**config.mk**
```make
export PLATFORM = sky130hd
export DESIGN_NAME = usbfs_rx_transaction_ctrl_flat
export DESIGN_NICKNAME = d
export VERILOG_FILES = /design/src/rtl/usbfs_rx_transaction_ctrl_if.sv /design/src/rtl/usbfs_rx_transaction_ctrl.sv /design/src/flat_wrapper.sv
export SDC_FILE = /design/constraint.sdc
export NUM_CORES = 1
export LEC_CHECK = 0
export CAP_MARGIN = 20
export CORE_ASPECT_RATIO = 1.75
export CORE_MARGIN = 4
export CORE_UTILIZATION = 40
export CTS_CLUSTER_SIZE = 40
export DETAILED_ROUTE_END_ITERATION = 10
export PLACE_DENSITY = 0.71
export SLEW_MARGIN = 20
export SYNTH_ARGS = -nofsm -noshare
export SYNTH_HDL_FRONTEND = slang
export SYNTH_SLANG_ARGS = --single-unit
```
**constraint.sdc**
```tcl
create_clock -name clk -period 7.7 [get_ports clk]
set_input_delay 1.54 -clock clk [delete_from_list [all_inputs] [get_ports clk]]
set_output_delay 1.54 -clock clk [all_outputs]
set_load 0.02 [all_outputs]
```
**src/rtl/usbfs_rx_transaction_ctrl_if.sv**
```systemverilog
// Packet-receiver to transaction-controller bus: parsed packet fields in, payload/handshake/IN requests out.
// The master is the packet side, which drives rp_*. The slave is the transaction controller.
interface usbfs_rx_transaction_ctrl_if;
  logic [3:0]  rp_pid;
  logic [10:0] rp_addr;
  logic        rp_byte_en;
  logic [7:0]  rp_byte;
  logic        rp_fin;
  logic        rp_okay;
  logic        out_byte_en;
  logic [7:0]  out_byte;
  logic [3:0]  out_ep;
  logic        out_setup;
  logic        out_commit;
  logic        out_abort;
  logic        in_req;
  logic [3:0]  in_ep;
  logic        in_data1;
  logic        in_ack;
  logic        hs_req;
  logic [3:0]  hs_pid;
  logic        sof_en;
  logic [10:0] sof_frame;

  modport master (
    output rp_pid, rp_addr, rp_byte_en, rp_byte, rp_fin, rp_okay,
    input  out_byte_en, out_byte, out_ep, out_setup, out_commit, out_abort,
           in_req, in_ep, in_data1, in_ack, hs_req, hs_pid, sof_en, sof_frame
  );
  modport slave (
    input  rp_pid, rp_addr, rp_byte_en, rp_byte, rp_fin, rp_okay,
    output out_byte_en, out_byte, out_ep, out_setup, out_commit, out_abort,
           in_req, in_ep, in_data1, in_ack, hs_req, hs_pid, sof_en, sof_frame
  );
endinterface

```
**src/rtl/usbfs_rx_transaction_ctrl.sv**
```systemverilog
// USB FS transaction sequencer: token match, CRC16 strip, per-endpoint data toggles, handshake/IN requests.
// Optional USBFS_EP_STALL_EN adds the ep_stall input and STALL handshakes.
module usbfs_rx_transaction_ctrl #(
  parameter int NUM_EP      = 4,
  parameter int MAX_PKT     = 64,
  parameter int TIMEOUT_CYC = 1024
) (
  input  logic              clk,
  input  logic              rst,
  input  logic [6:0]        dev_addr,
  input  logic [NUM_EP-1:0] ep_out_ready,
  input  logic [NUM_EP-1:0] ep_in_valid,
`ifdef USBFS_EP_STALL_EN
  input  logic [NUM_EP-1:0] ep_stall,
`endif
  usbfs_rx_transaction_ctrl_if.slave pkt
);
  localparam int EW = (NUM_EP > 1) ? $clog2(NUM_EP) : 1;
  localparam int TW = $clog2(TIMEOUT_CYC) + 1;
  localparam int CW = $clog2(MAX_PKT + 4);
  localparam logic [4:0] NEP = 5'(NUM_EP);

  typedef enum logic [1:0] {IDLE, DATA_WAIT, IN_WAIT} state_t;
  state_t state_q, state_d;

  logic [TW-1:0]     timer_q, timer_d;
  logic [3:0]        ep_q, ep_d;
  logic              ready_q, ready_d, setup_q, setup_d, stall_q, stall_d;
  logic [NUM_EP-1:0] out_tog_q, out_tog_d, in_tog_q, in_tog_d, stall_v;
  logic              commit_d, abort_d, in_req_d, in_d1_d, in_ack_d, hs_req_d, clr_dp;
  logic [3:0]        hs_pid_d;
  logic [CW-1:0]     cnt_q;
  logic              ovf_q;
  logic [1:0][7:0]   dly_q;

`ifdef USBFS_EP_STALL_EN
  assign stall_v = ep_stall;
`else
  assign stall_v = '0;
`endif

  logic          pkt_ok, is_sof, is_tok, tok_match, is_data, timeout;
  logic [3:0]    tok_ep;
  logic [EW-1:0] tok_idx, ep_idx;

  assign pkt_ok    = pkt.rp_fin & pkt.rp_okay;
  assign is_sof    = pkt_ok & (pkt.rp_pid == 4'h5);
  assign is_tok    = pkt_ok & (pkt.rp_pid[1:0] == 2'b01) & (pkt.rp_pid != 4'h5);
  assign tok_ep    = pkt.rp_addr[10:7];
  assign tok_idx   = tok_ep[EW-1:0];
  assign ep_idx    = ep_q[EW-1:0];
  assign tok_match = is_tok & (pkt.rp_addr[6:0] == dev_addr) & ({1'b0, tok_ep} < NEP);
  assign is_data   = pkt.rp_fin & ((pkt.rp_pid == 4'h3) | (pkt.rp_pid == 4'hB));
  assign timeout   = (timer_q == TW'(TIMEOUT_CYC - 1));

  always_comb begin
    state_d   = state_q;
    timer_d   = (state_q != IDLE) ? timer_q + 1'b1 : '0;
    ep_d      = ep_q;
    ready_d   = ready_q;
    setup_d   = setup_q;
    stall_d   = stall_q;
    out_tog_d = out_tog_q;
    in_tog_d  = in_tog_q;
    commit_d  = 1'b0;
    abort_d   = 1'b0;
    in_req_d  = 1'b0;
    in_d1_d   = 1'b0;
    in_ack_d  = 1'b0;
    hs_req_d  = 1'b0;
    hs_pid_d  = 4'h0;
    clr_dp    = 1'b0;

    case (state_q)
      DATA_WAIT: begin
        if (is_data) begin
          state_d = IDLE;
          if (!pkt.rp_okay || ovf_q) begin
            abort_d = 1'b1;
          end else if (!ready_q) begin
            abort_d  = 1'b1;
            hs_req_d = 1'b1;
            hs_pid_d = stall_q ? 4'hE : 4'hA;
          end else if (pkt.rp_pid[3] == out_tog_q[ep_idx]) begin
            commit_d  = 1'b1;
            hs_req_d  = 1'b1;
            hs_pid_d  = 4'h2;
            out_tog_d[ep_idx] = ~out_tog_q[ep_idx];
          end else begin
            // Host missed our ACK and resent: ack again but drop the duplicate.
            abort_d  = 1'b1;
            hs_req_d = 1'b1;
            hs_pid_d = 4'h2;
          end
        end else if (timeout) begin
          state_d = IDLE;
          abort_d = 1'b1;
        end
      end
      IN_WAIT: begin
        if (pkt_ok && pkt.rp_pid == 4'h2) begin
          state_d  = IDLE;
          in_ack_d = 1'b1;
          in_tog_d[ep_idx] = ~in_tog_q[ep_idx];
        end else if ((pkt.rp_fin && pkt.rp_pid != 4'h5) || timeout) begin
          state_d = IDLE;
        end
      end
      default: ;
    endcase

    // Any new token ends the pending transaction and is handled in the same cycle.
    if (is_tok) begin
      if (state_q == DATA_WAIT) abort_d = 1'b1;
      state_d = IDLE;
      timer_d = '0;
      if (tok_match) begin
        if (pkt.rp_pid == 4'h1 || pkt.rp_pid == 4'hD) begin
          ep_d    = tok_ep;
          setup_d = (pkt.rp_pid == 4'hD);
          stall_d = !setup_d && stall_v[tok_idx];
          ready_d = setup_d || (ep_out_ready[tok_idx] && !stall_v[tok_idx]);
          if (setup_d) begin
            out_tog_d[tok_idx] = 1'b0;
            in_tog_d[tok_idx]  = 1'b1;
          end
          state_d = DATA_WAIT;
          clr_dp  = 1'b1;
        end else if (pkt.rp_pid == 4'h9) begin
          ep_d    = tok_ep;
          setup_d = 1'b0;
          if (stall_v[tok_idx]) begin
            hs_req_d = 1'b1;
            hs_pid_d = 4'hE;
          end else if (ep_in_valid[tok_idx]) begin
            in_req_d = 1'b1;
            in_d1_d  = in_tog_q[tok_idx];
            state_d  = IN_WAIT;
          end else begin
            hs_req_d = 1'b1;
            hs_pid_d = 4'hA;
          end
        end
      end
    end
  end

  always_ff @(posedge clk or posedge rst) begin
    if (rst) begin
      state_q        <= IDLE;
      timer_q        <= '0;
      ep_q           <= '0;
      ready_q        <= 1'b0;
      setup_q        <= 1'b0;
      stall_q        <= 1'b0;
      out_tog_q      <= '0;
      in_tog_q       <= '0;
      pkt.out_commit <= 1'b0;
      pkt.out_abort  <= 1'b0;
      pkt.in_req     <= 1'b0;
      pkt.in_data1   <= 1'b0;
      pkt.in_ack     <= 1'b0;
      pkt.hs_req     <= 1'b0;
      pkt.hs_pid     <= 4'h0;
      pkt.sof_en     <= 1'b0;
      pkt.sof_frame  <= '0;
    end else begin
      state_q        <= state_d;
      timer_q        <= timer_d;
      ep_q           <= ep_d;
      ready_q        <= ready_d;
      setup_q        <= setup_d;
      stall_q        <= stall_d;
      out_tog_q      <= out_tog_d;
      in_tog_q       <= in_tog_d;
      pkt.out_commit <= commit_d;
      pkt.out_abort  <= abort_d;
      pkt.in_req     <= in_req_d;
      pkt.in_data1   <= in_d1_d;
      pkt.in_ack     <= in_ack_d;
      pkt.hs_req     <= hs_req_d;
      pkt.hs_pid     <= hs_pid_d;
      pkt.sof_en     <= is_sof;
      if (is_sof) pkt.sof_frame <= pkt.rp_addr;
    end
  end

  // Two-byte delay line: the last two bytes of a data packet are CRC16 and never leave.
  always_ff @(posedge clk or posedge rst) begin
    if (rst) begin
      cnt_q           <= '0;
      ovf_q           <= 1'b0;
      dly_q           <= '0;
      pkt.out_byte_en <= 1'b0;
      pkt.out_byte    <= 8'h00;
    end else begin
      pkt.out_byte_en <= 1'b0;
      if (clr_dp) begin
        cnt_q <= '0;
        ovf_q <= 1'b0;
      end else if (state_q == DATA_WAIT && pkt.rp_byte_en) begin
        dly_q           <= {dly_q[0], pkt.rp_byte};
        pkt.out_byte    <= dly_q[1];
        pkt.out_byte_en <= ready_q && (cnt_q >= CW'(2)) && (cnt_q < CW'(MAX_PKT + 2));
        if (cnt_q != CW'(MAX_PKT + 3)) cnt_q <= cnt_q + 1'b1;
        if (cnt_q >= CW'(MAX_PKT + 2)) ovf_q <= 1'b1;
      end
    end
  end

  assign pkt.out_ep    = ep_q;
  assign pkt.in_ep     = ep_q;
  assign pkt.out_setup = setup_q;
endmodule

```
**src/flat_wrapper.sv**
```systemverilog
// flat-port wrapper written by rule: the top's interface ports become plain ports
module usbfs_rx_transaction_ctrl_flat 
#(
  parameter int NUM_EP      = 4,
  parameter int MAX_PKT     = 64,
  parameter int TIMEOUT_CYC = 1024
)
  (clk, rst, dev_addr, ep_out_ready, ep_in_valid, pkt_rp_pid, pkt_rp_addr, pkt_rp_byte_en, pkt_rp_byte, pkt_rp_fin, pkt_rp_okay, pkt_out_byte_en, pkt_out_byte, pkt_out_ep, pkt_out_setup, pkt_out_commit, pkt_out_abort, pkt_in_req, pkt_in_ep, pkt_in_data1, pkt_in_ack, pkt_hs_req, pkt_hs_pid, pkt_sof_en, pkt_sof_frame);
  usbfs_rx_transaction_ctrl_if pkt_i ();
  input  logic clk;
  input  logic rst;
  input  logic [6:0] dev_addr;
  input  logic [NUM_EP-1:0] ep_out_ready;
  input  logic [NUM_EP-1:0] ep_in_valid;
  input wire logic [$bits(pkt_i.rp_pid)-1:0] pkt_rp_pid;
  input wire logic [$bits(pkt_i.rp_addr)-1:0] pkt_rp_addr;
  input wire logic [$bits(pkt_i.rp_byte_en)-1:0] pkt_rp_byte_en;
  input wire logic [$bits(pkt_i.rp_byte)-1:0] pkt_rp_byte;
  input wire logic [$bits(pkt_i.rp_fin)-1:0] pkt_rp_fin;
  input wire logic [$bits(pkt_i.rp_okay)-1:0] pkt_rp_okay;
  output wire logic [$bits(pkt_i.out_byte_en)-1:0] pkt_out_byte_en;
  output wire logic [$bits(pkt_i.out_byte)-1:0] pkt_out_byte;
  output wire logic [$bits(pkt_i.out_ep)-1:0] pkt_out_ep;
  output wire logic [$bits(pkt_i.out_setup)-1:0] pkt_out_setup;
  output wire logic [$bits(pkt_i.out_commit)-1:0] pkt_out_commit;
  output wire logic [$bits(pkt_i.out_abort)-1:0] pkt_out_abort;
  output wire logic [$bits(pkt_i.in_req)-1:0] pkt_in_req;
  output wire logic [$bits(pkt_i.in_ep)-1:0] pkt_in_ep;
  output wire logic [$bits(pkt_i.in_data1)-1:0] pkt_in_data1;
  output wire logic [$bits(pkt_i.in_ack)-1:0] pkt_in_ack;
  output wire logic [$bits(pkt_i.hs_req)-1:0] pkt_hs_req;
  output wire logic [$bits(pkt_i.hs_pid)-1:0] pkt_hs_pid;
  output wire logic [$bits(pkt_i.sof_en)-1:0] pkt_sof_en;
  output wire logic [$bits(pkt_i.sof_frame)-1:0] pkt_sof_frame;
  assign pkt_i.rp_pid = pkt_rp_pid;
  assign pkt_i.rp_addr = pkt_rp_addr;
  assign pkt_i.rp_byte_en = pkt_rp_byte_en;
  assign pkt_i.rp_byte = pkt_rp_byte;
  assign pkt_i.rp_fin = pkt_rp_fin;
  assign pkt_i.rp_okay = pkt_rp_okay;
  assign pkt_out_byte_en = pkt_i.out_byte_en;
  assign pkt_out_byte = pkt_i.out_byte;
  assign pkt_out_ep = pkt_i.out_ep;
  assign pkt_out_setup = pkt_i.out_setup;
  assign pkt_out_commit = pkt_i.out_commit;
  assign pkt_out_abort = pkt_i.out_abort;
  assign pkt_in_req = pkt_i.in_req;
  assign pkt_in_ep = pkt_i.in_ep;
  assign pkt_in_data1 = pkt_i.in_data1;
  assign pkt_in_ack = pkt_i.in_ack;
  assign pkt_hs_req = pkt_i.hs_req;
  assign pkt_hs_pid = pkt_i.hs_pid;
  assign pkt_sof_en = pkt_i.sof_en;
  assign pkt_sof_frame = pkt_i.sof_frame;
  usbfs_rx_transaction_ctrl #(.NUM_EP(NUM_EP), .MAX_PKT(MAX_PKT), .TIMEOUT_CYC(TIMEOUT_CYC)) u_core (.clk(clk), .rst(rst), .dev_addr(dev_addr), .ep_out_ready(ep_out_ready), .ep_in_valid(ep_in_valid), .pkt(pkt_i));
endmodule
```
== Yosys cells after proc, flatten, opt, wreduce, memory -nomap -nowiden ==
Cells that the tools add are included.
Storage, ports and cells
  input port bits: 43
  logic and storage cells: 200
  output and inout bits: 40
  register bits: 83
Cells by class
  order comparisons: 8
  bitwise logic cells: 14
  multiplexer cells: 108
  equality and inequality tests: 17
  add/sub/neg operators: 2
  reduce and logical (&&, ||, !) cells: 28
Operator list (number)
  $mux W4: 27
  $mux W1: 54
  $mux W11: 2
  $mux W7: 3
  $mux W2: 10
  $bmux W1 S2: 6
  $eq A4 B4 Y1 const B: 3
  $add A11 B1 Y11 const B: 1
  $eq A11 B10 Y1 const B: 1
  $reduce_bool A2 Y1: 5
  $logic_and A1 B1 Y1: 9
  $reduce_and A3 Y1: 3
  $bwmux W4: 2
  $eq A4 B2 Y1 const B: 2
  $ne A4 B1 Y1 const B: 2
  $add A7 B1 Y7 const B: 1
  $and A1 B1 Y1: 7
  $eq A7 B7 Y1: 1
  $ge A7 B2 Y1 const B: 1
  $ge A7 B7 Y1 const B: 1
  $lt A7 B7 Y1 const B: 1
  $ne A7 B7 Y1 const B: 1
  $lt A2 B3 Y1 const B: 2
  $reduce_and A2 Y1: 3
  19 further kinds: 29

== Depth between registers and ports, before layout ==
Gate-level depths: netlist of the first run.
  word-level depth: 15
  gate-level depth with buffers: 6
  mapped depth without buffers: 6

== Worst setup path after synthesis of the first run ==
OpenSTA, ideal clock, no wires.
  kind: input-to-reg
  start: in pkt_rp_pid[1]
  end: reg u_core.cnt_q[0]
  required time: 7566 ps
  cell stages on the path: 5
  setup time: 134 ps
  path slack: 4679 ps
  path buffers: 1
  data arrival time: 2887 ps
  cell sequence: nand4b_1 -> or4_1 -> buf_2 -> nor4b_4 -> nor2_1
On the way
  cells in the longest elaborated chain, start to end: 9
  elaborated cells between the ends (all ways): 16
  those cells by class: 4 x eq/ne; 4 x mux; 4 x bitwise; 4 x reduce/logical
RTL lines
  start: declaration: line flat_wrapper.sv:15  | input wire logic [$bits(pkt_i.rp_pid)-1:0] pkt_rp_pid;
  $eq A2 B1 Y1: line usbfs_rx_transaction_ctrl.sv:48  | assign is_tok = pkt_ok & (pkt.rp_pid[1:0] == 2'b01) & (pkt.rp_pid != 4'h5);
  $and A1 B1 Y1 (2 in series): line usbfs_rx_transaction_ctrl.sv:48
  $and A1 B1 Y1 (2 in series): line usbfs_rx_transaction_ctrl.sv:52  | assign tok_match = is_tok & (pkt.rp_addr[6:0] == dev_addr) & ({1'b0, tok_ep} < NEP);
  $mux W1: line usbfs_rx_transaction_ctrl.sv:117  | if (tok_match) begin
  $mux W1 *: line usbfs_rx_transaction_ctrl.sv:113  | if (is_tok) begin
  $reduce_bool A2 Y1 (no source line)
  $reduce_and A2 Y1 (no source line)
  end signal: assignment: line usbfs_rx_transaction_ctrl.sv:205  | if (cnt_q != CW'(MAX_PKT + 3)) cnt_q <= cnt_q + 1'b1;
  end: declaration: line usbfs_rx_transaction_ctrl.sv:32  | logic [CW-1:0] cnt_q;
Mark *: on every way between the ends. The rest lies on a longest branch, timed or not.
A chain may end at the register's enable or synchronous reset.

== Final worst setup path of the first run ==
  start: in pkt_rp_pid[3]
  end: reg u_core.in_tog_q[1]
On the way
  cells in the longest elaborated chain, start to end: 9
  elaborated cells between the ends (all ways): 16
  those cells by class: 4 x eq/ne; 6 x mux; 4 x bitwise; 2 x reduce/logical
RTL lines
  $eq A4 B2 Y1: line usbfs_rx_transaction_ctrl.sv:101  | if (pkt_ok && pkt.rp_pid == 4'h2) begin
  $logic_and A1 B1 Y1: line usbfs_rx_transaction_ctrl.sv:101
  $mux W4: line usbfs_rx_transaction_ctrl.sv:101
  $mux W4: line usbfs_rx_transaction_ctrl.sv:74  | case (state_q)
  $or A4 B4 Y4 (no source line)
  $mux W4: line usbfs_rx_transaction_ctrl.sv:123  | if (setup_d) begin
  $mux W4: line usbfs_rx_transaction_ctrl.sv:118  | if (pkt.rp_pid == 4'h1 || pkt.rp_pid == 4'hD) begin
  $mux W4: line usbfs_rx_transaction_ctrl.sv:117
  $mux W4 *: line usbfs_rx_transaction_ctrl.sv:113
  named net u_core.in_tog_d[1]: line usbfs_rx_transaction_ctrl.sv:29  | logic [NUM_EP-1:0] out_tog_q, out_tog_d, in_tog_q, in_tog_d, stall_v;
  end signal: assignment: line usbfs_rx_transaction_ctrl.sv:175  | in_tog_q <= in_tog_d;
  end: declaration: line usbfs_rx_transaction_ctrl.sv:29
Mark *: on every way through the listed nets, which the timed path passes. The rest lies on a longest branch.

==> reports/results.ini, run 1 <==
[grt]
met2_usage_pct = 28.2
antenna_found_initial = 0
grtUsageMet1_pct = 20.0
grt_use_total_pct = 17.1
grt_pass1_vias = 2889
grt_pass1_wl_microns = 14400
grtUsageMet3_pct = 4.58
grt_max_degree = 80
grt_overflow = 0
grt-busiest-layer = met2

[timing]
final.setup.tns_ns = 0
setup_violations = 0
min_period_ns = 3.69
grt_setup_unrepaired = no
tightest_slew_ns = 0.942
clock_skew_ns = 0.00393
period_share_pct = 48.0
drv_slew = 0
timing.slew.headroom_pct = 37.0
clock.fmax_mhz = 271
hold_viol = 0

[clock_tree]
post_cts_resized = 0
ctsRootBufferMaster = clkbuf_16
clkSinkCount = 79
path_clk_slew_ns = 0.06
cts-buffers-inserted = 9
h-tree-depth = 3
cts_setup_buffers = 0
cts_tree = built
cts-hold-fix-buffers = 0
clockBufferDepth = 2
insertion_delay_ns = 0.34

[floorplan]
die_w_microns = 82.1
rows = 47
io_pins = 83
dieArea_sq_mm = 0.0113
fp.coreArea_sq_mm = 0.00941
fp.dieH_microns = 138
initial_utilization_pct = 40.9

[logic_synthesis]
seq_area_frac_synth_pct = 51.4
synth_top_area_cell = dfrtp_1
async_reset_ff_share_pct = 100
ys_types = 51
synth_top_area_share_pct = 51.4
synth_edf_count = 0
avgSynthCellArea_sq_um = 11.8
ys_seq_elements = 79
synth_cells = 325
ys_top_cells_by_area = dfrtp_1, mux2_2, xor2_1, xnor2_1, nor2_1
synth_flop_cell = dfrtp_1
yosysWarnings = 0
netlist_area_sq_mm = 0.00384

[flow_run]
drv_cap = 0

[finish]
final_cell_mix = clkdlybuf4s50_1, dfrtp_1, mux2_2, nor2_1, nand2_1
register_area_sq_mm = 0.00198
fin_nets = 450
fillers = 862
area_growth_pct = 30.2
final_common_cell = clkdlybuf4s50_1
final_cells = 528
multi_input_comb_area_sq_mm = 0.00172
drive_gt1_share_pct = 17.2
post-route-util_pct = 53.2
antenna_cells = 0

[detailed_routing]
antenna_left = 0
first_pass_iters = 4
drc = 0
dr_total_vias = 2738
drtIter0Drc = 132
avgViaCountPerCell = 5.19
wl_microns = 8880
wl_per_cell_microns = 16.8

[place]
dp_cells = 512
dp_hpwl_microns = 6560
place.port_buffers = 80
place_congestion = 0.820

[status]
run_status = complete, no violations

[critical_path]
slowest_stage = clkdlybuf4s50_1
critPathRequiredTime_ns = 7.98
critPathCaptureType = register
crit_type = in -> reg
max_stage_delay_ns = 0.71
cp_max_fo = 12
worstSetupStartpointType = primary input
crit_chain = clkdlybuf4s50_1, nor2b_1, or4_1, nor4_1, or2_2
cp_data_arrival_time_ns = 3.97

[pwr]
leakagePower_uw = 0.00217
power_uw = 967
peakVddDrop_v = 0.000127
powerDensity_mw_per_mm2 = 193

[min_path]
hp-class = reg -> reg

-- Yosys cell counts, types with 2 or more instances --
cell type / n
o21ai_0: 5
xor2_1: 15
xnor2_1: 11
buf_4: 7
a21o_1: 2
nand4b_1: 3
buf_2: 2
or3_1: 2
dfrtp_1: 79
buf_6: 2
and2_1: 3
mux2_4: 2
nand4_1: 7
or2_2: 3
inv_1: 13
and3_1: 2
and4b_2: 2
nor4_1: 4
nand2_1: 17
o21a_1: 2
a21oi_1: 8
mux2i_1: 3
a211oi_1: 2
mux4_2: 3
nor2_1: 23
nor3_1: 3
nand3_1: 8
clkbuf_1: 6
and4b_1: 2
o31ai_1: 4
ha_1: 6
mux2_2: 36
nor2b_1: 5
and4_1: 3
nand2b_1: 6
or4_1: 7
or2_1: 2
o22ai_1: 2
-- logic make-up (layout without fill, tap and decap cells) --
group,count (synthesis),after routing,synth area share [%]
and+or+nand+nor,110,110,17.4
DFF,79,79,51.4
muxes,44,44,13.9
buffers and inverters,30,110,4.07
AOI/OAI and AO/OA,29,29,5.27
xor gates and xnor gates,26,26,5.92
adders and majority gates,6,6,1.95
other,1,2,0.0975
-- sequential cells by signal, indices dropped and copies added (netlist names) --
signal / flops
u_core.state_q: 2
u_core.pkt.sof_frame: 11
u_core.cnt_q: 7
u_core.dly_q: 16
u_core.pkt.out_abort: 1
u_core.timer_q: 11
u_core.ready_q: 1
u_core.pkt.out_byte: 8
u_core.pkt.in_req: 1
u_core.pkt.in_data1: 1
u_core.pkt.out_commit: 1
u_core.pkt.sof_en: 1
u_core.pkt.out_byte_en: 1
u_core.in_tog_q: 4
u_core.pkt.in_ep: 4
u_core.ovf_q: 1
u_core.pkt.in_ack: 1
u_core.pkt.hs_pid: 2
u_core.out_tog_q: 4
u_core.pkt.out_setup: 1
-- report_power, final --
part / switching [uW] / internal (uW)
logic: 52.2 / 56.4
registers: 7.11 / 428
clock network: 172 / 251
-- per-stage QoR --
stage,instance area [sq um],hold slack [ns],setup WS (ns)
floorplan,3850,0.464,4.14
global placement,4700,0.468,3.79
detailed placement,4700,0.472,3.73
CTS,5000,0.486,4.07
global route,5010,0.512,3.92
finish,5010,0.478,4.01
-- critical path: cells and delay by family --
kind          cells  cell delay, ns
simple gates      4            1.72
buf+inv           1            0.71
-- routing by layer --
layer	vias to the layer above	wire length (microns)
li1	1287	-
met1	1355	3350
met2	77	4730
met3	19	508
met4	0	301
met5	-	0
-- path summary, 6_finish.rpt --
path,from,endpoint,slack (ns),cells past startpoint
max,pkt_rp_pid[3],u_core.in_tog_q[1],4.01,5
min,u_core.pkt.out_setup,u_core.pkt.out_setup,0.48,1
max reg2reg,u_core.state_q[1],u_core.dly_q[4],5.36,5
min reg2reg,u_core.pkt.out_setup,u_core.pkt.out_setup,0.48,1
max in group asynchronous,rst,u_core.pkt.out_commit,5.50,3
min in group asynchronous,rst,u_core.timer_q[7],1.68,3
-- cell type report --
cell class              instances  area share (%)
clock buffers                   9            4.50
clock inverters                 7            1.47
inverters                      13            1.00
multi-input cells             217            34.3
flip-flops and latches         79            39.5
well taps                     122            3.05
repair buffers                 81            16.2
Note: power is estimated with default switching activity, not from simulation.
==> run 2: changes to the inputs <==
clock period = 3.9 ns   (was 7.7 ns; I/O delays follow)
==> reports/results.ini, run 2 (synthesized netlist as in run 1, its figures left out) <==
[status]
run_status = complete, no violations

[floorplan]
rows = 47
fp.dieH_microns = 138
initial_utilization_pct = 40.9
dieArea_sq_mm = 0.0113
io_pins = 83
fp.coreArea_sq_mm = 0.00941
die_w_microns = 82.1

[detailed_routing]
drtIter0Drc = 140
antenna_left = 0
dr_total_vias = 2700
wl_microns = 8880
drc = 0
wl_per_cell_microns = 16.8
avgViaCountPerCell = 5.12
first_pass_iters = 4

[critical_path]
worstSetupStartpointType = primary input
r2r-end = u_core.dly_q[4]
r2r_slack_ns = 1.56
critPathCaptureType = register
cp_data_arrival_time_ns = 3.23
critPathRequiredTime_ns = 4.17
r2r_cells = 5
reg2reg_from = u_core.state_q[1]
crit_type = in -> reg
cp_max_fo = 12

[min_path]
hold_path_end = u_core.pkt.out_setup
hp-class = reg -> reg
holdPathStages = 1
min_from = u_core.pkt.out_setup

[grt]
grtUsageMet1_pct = 18.1
grt_pass1_vias = 2830
grt_use_total_pct = 16.9
grt_max_degree = 46
grt_pass1_wl_microns = 14000
grt_overflow = 0
grt-busiest-layer = met2
grtUsageMet3_pct = 4.97
antenna_found_initial = 0
met2_usage_pct = 29.0

[clock_tree]
cts_tree = built
clkSinkCount = 79
cts-buffers-inserted = 9
h-tree-depth = 3
clockBufferDepth = 2
path_clk_slew_ns = 0.06
cts_setup_buffers = 0
cts-hold-fix-buffers = 0
insertion_delay_ns = 0.33
ctsRootBufferMaster = clkbuf_16
post_cts_resized = 0

[timing]
setup_violations = 0
drv_slew = 0
period_share_pct = 76.0
timing.slew.headroom_pct = 37.6
clock.fmax_mhz = 337
min_period_ns = 2.97
clock_skew_ns = 0.0105
tightest_slew_ns = 0.933
hold_viol = 0
grt_setup_unrepaired = no
worst_slack_ns = 0.935
final.setup.tns_ns = 0

[pwr]
powerDensity_mw_per_mm2 = 365
power_frac_comb_pct = 11.8
p_seq_share_pct = 47.3
peakVddDrop_v = 0.000266
p_switching_uw = 434
power_uw = 1820
power_frac_clock_pct = 40.9
leakagePower_uw = 0.00216
internal_power_uw = 1390
switching_share_pct = 23.9

[finish]
fin_nets = 450
regMostFlops = u_core.dly_q
multi_input_comb_area_sq_mm = 0.00172
antenna_cells = 0
largest_reg_flops = 16
final_common_cell = clkdlybuf4s50_1
top_regs = u_core.dly_q: 16 flops, u_core.pkt.sof_frame: 11 flops, u_core.timer_q: 11 flops
drive_gt1_share_pct = 16.8
area_growth_pct = 29.5
post-route-util_pct = 52.9
fillers = 864
register_area_sq_mm = 0.00198
final_cell_mix = clkdlybuf4s50_1, dfrtp_1, mux2_2, nor2_1, nand2_1

[place]
dp_slack_ns = 0.666
place.port_buffers = 80
place_congestion = 0.858
dp_hpwl_microns = 6830

[flow_run]
drv_cap = 0

run 2: power groups by stage:
stage               clock network, uW  logic (uW)  registers, uW
floorplan                           0        74.6            901
global placement                    0         216            873
detailed placement                  0         219            875
CTS                               766         220            860
global route                      805         231            863
finish                            744         215            860
run 2: layout make-up:
type | count | share of cell area [%]
clock inverter | 5 | 0.679
inverter | 13 | 1.01
timing repair buffer | 81 | 16.5
tap | 122 | 3.07
multi-input combinational | 217 | 34.5
clock buffer | 10 | 4.60
sequential | 79 | 39.7
run 2: how the worst max path moves through the flow:
stage	start	end	slack, ns	cells past startpoint
4_1_cts	pkt_rp_pid[3]	u_core.in_tog_q[1]	1.00	5
3_5_place_dp	pkt_rp_pid[3]	u_core.in_tog_q[1]	0.67	5
2_1_floorplan	rst	u_core.cnt_q[0]	1.10	1
6_report	pkt_rp_pid[3]	u_core.in_tog_q[1]	0.93	5
3_3_place_gp	pkt_rp_pid[3]	u_core.in_tog_q[0]	0.70	5
5_1_grt	pkt_rp_pid[3]	u_core.out_tog_q[0]	0.86	5
run 2: worst max-delay path, stage by stage:
cell,delay (ns)
clkdlybuf4s50_1,0.69
nor2b_1,0.17
or4_1,0.71
nor4_1,0.67
or2_2,0.22
run 2: stage by stage:
stage               cell area (sq um)  std cells  hold slack [ns]
finish                           4980        527            0.497
global route                     4980        527            0.506
CTS                              4980        527            0.493
detailed placement               4720        512            0.481
global placement                 4720        512            0.476
floorplan                        3850        326            0.464
run 2: layer usage:
layer	vias to the layer above	part of all wire [%]
li1	1294	-
met1	1306	37
met2	81	54
met3	19	5.5
met4	0	3.5
met5	-	0
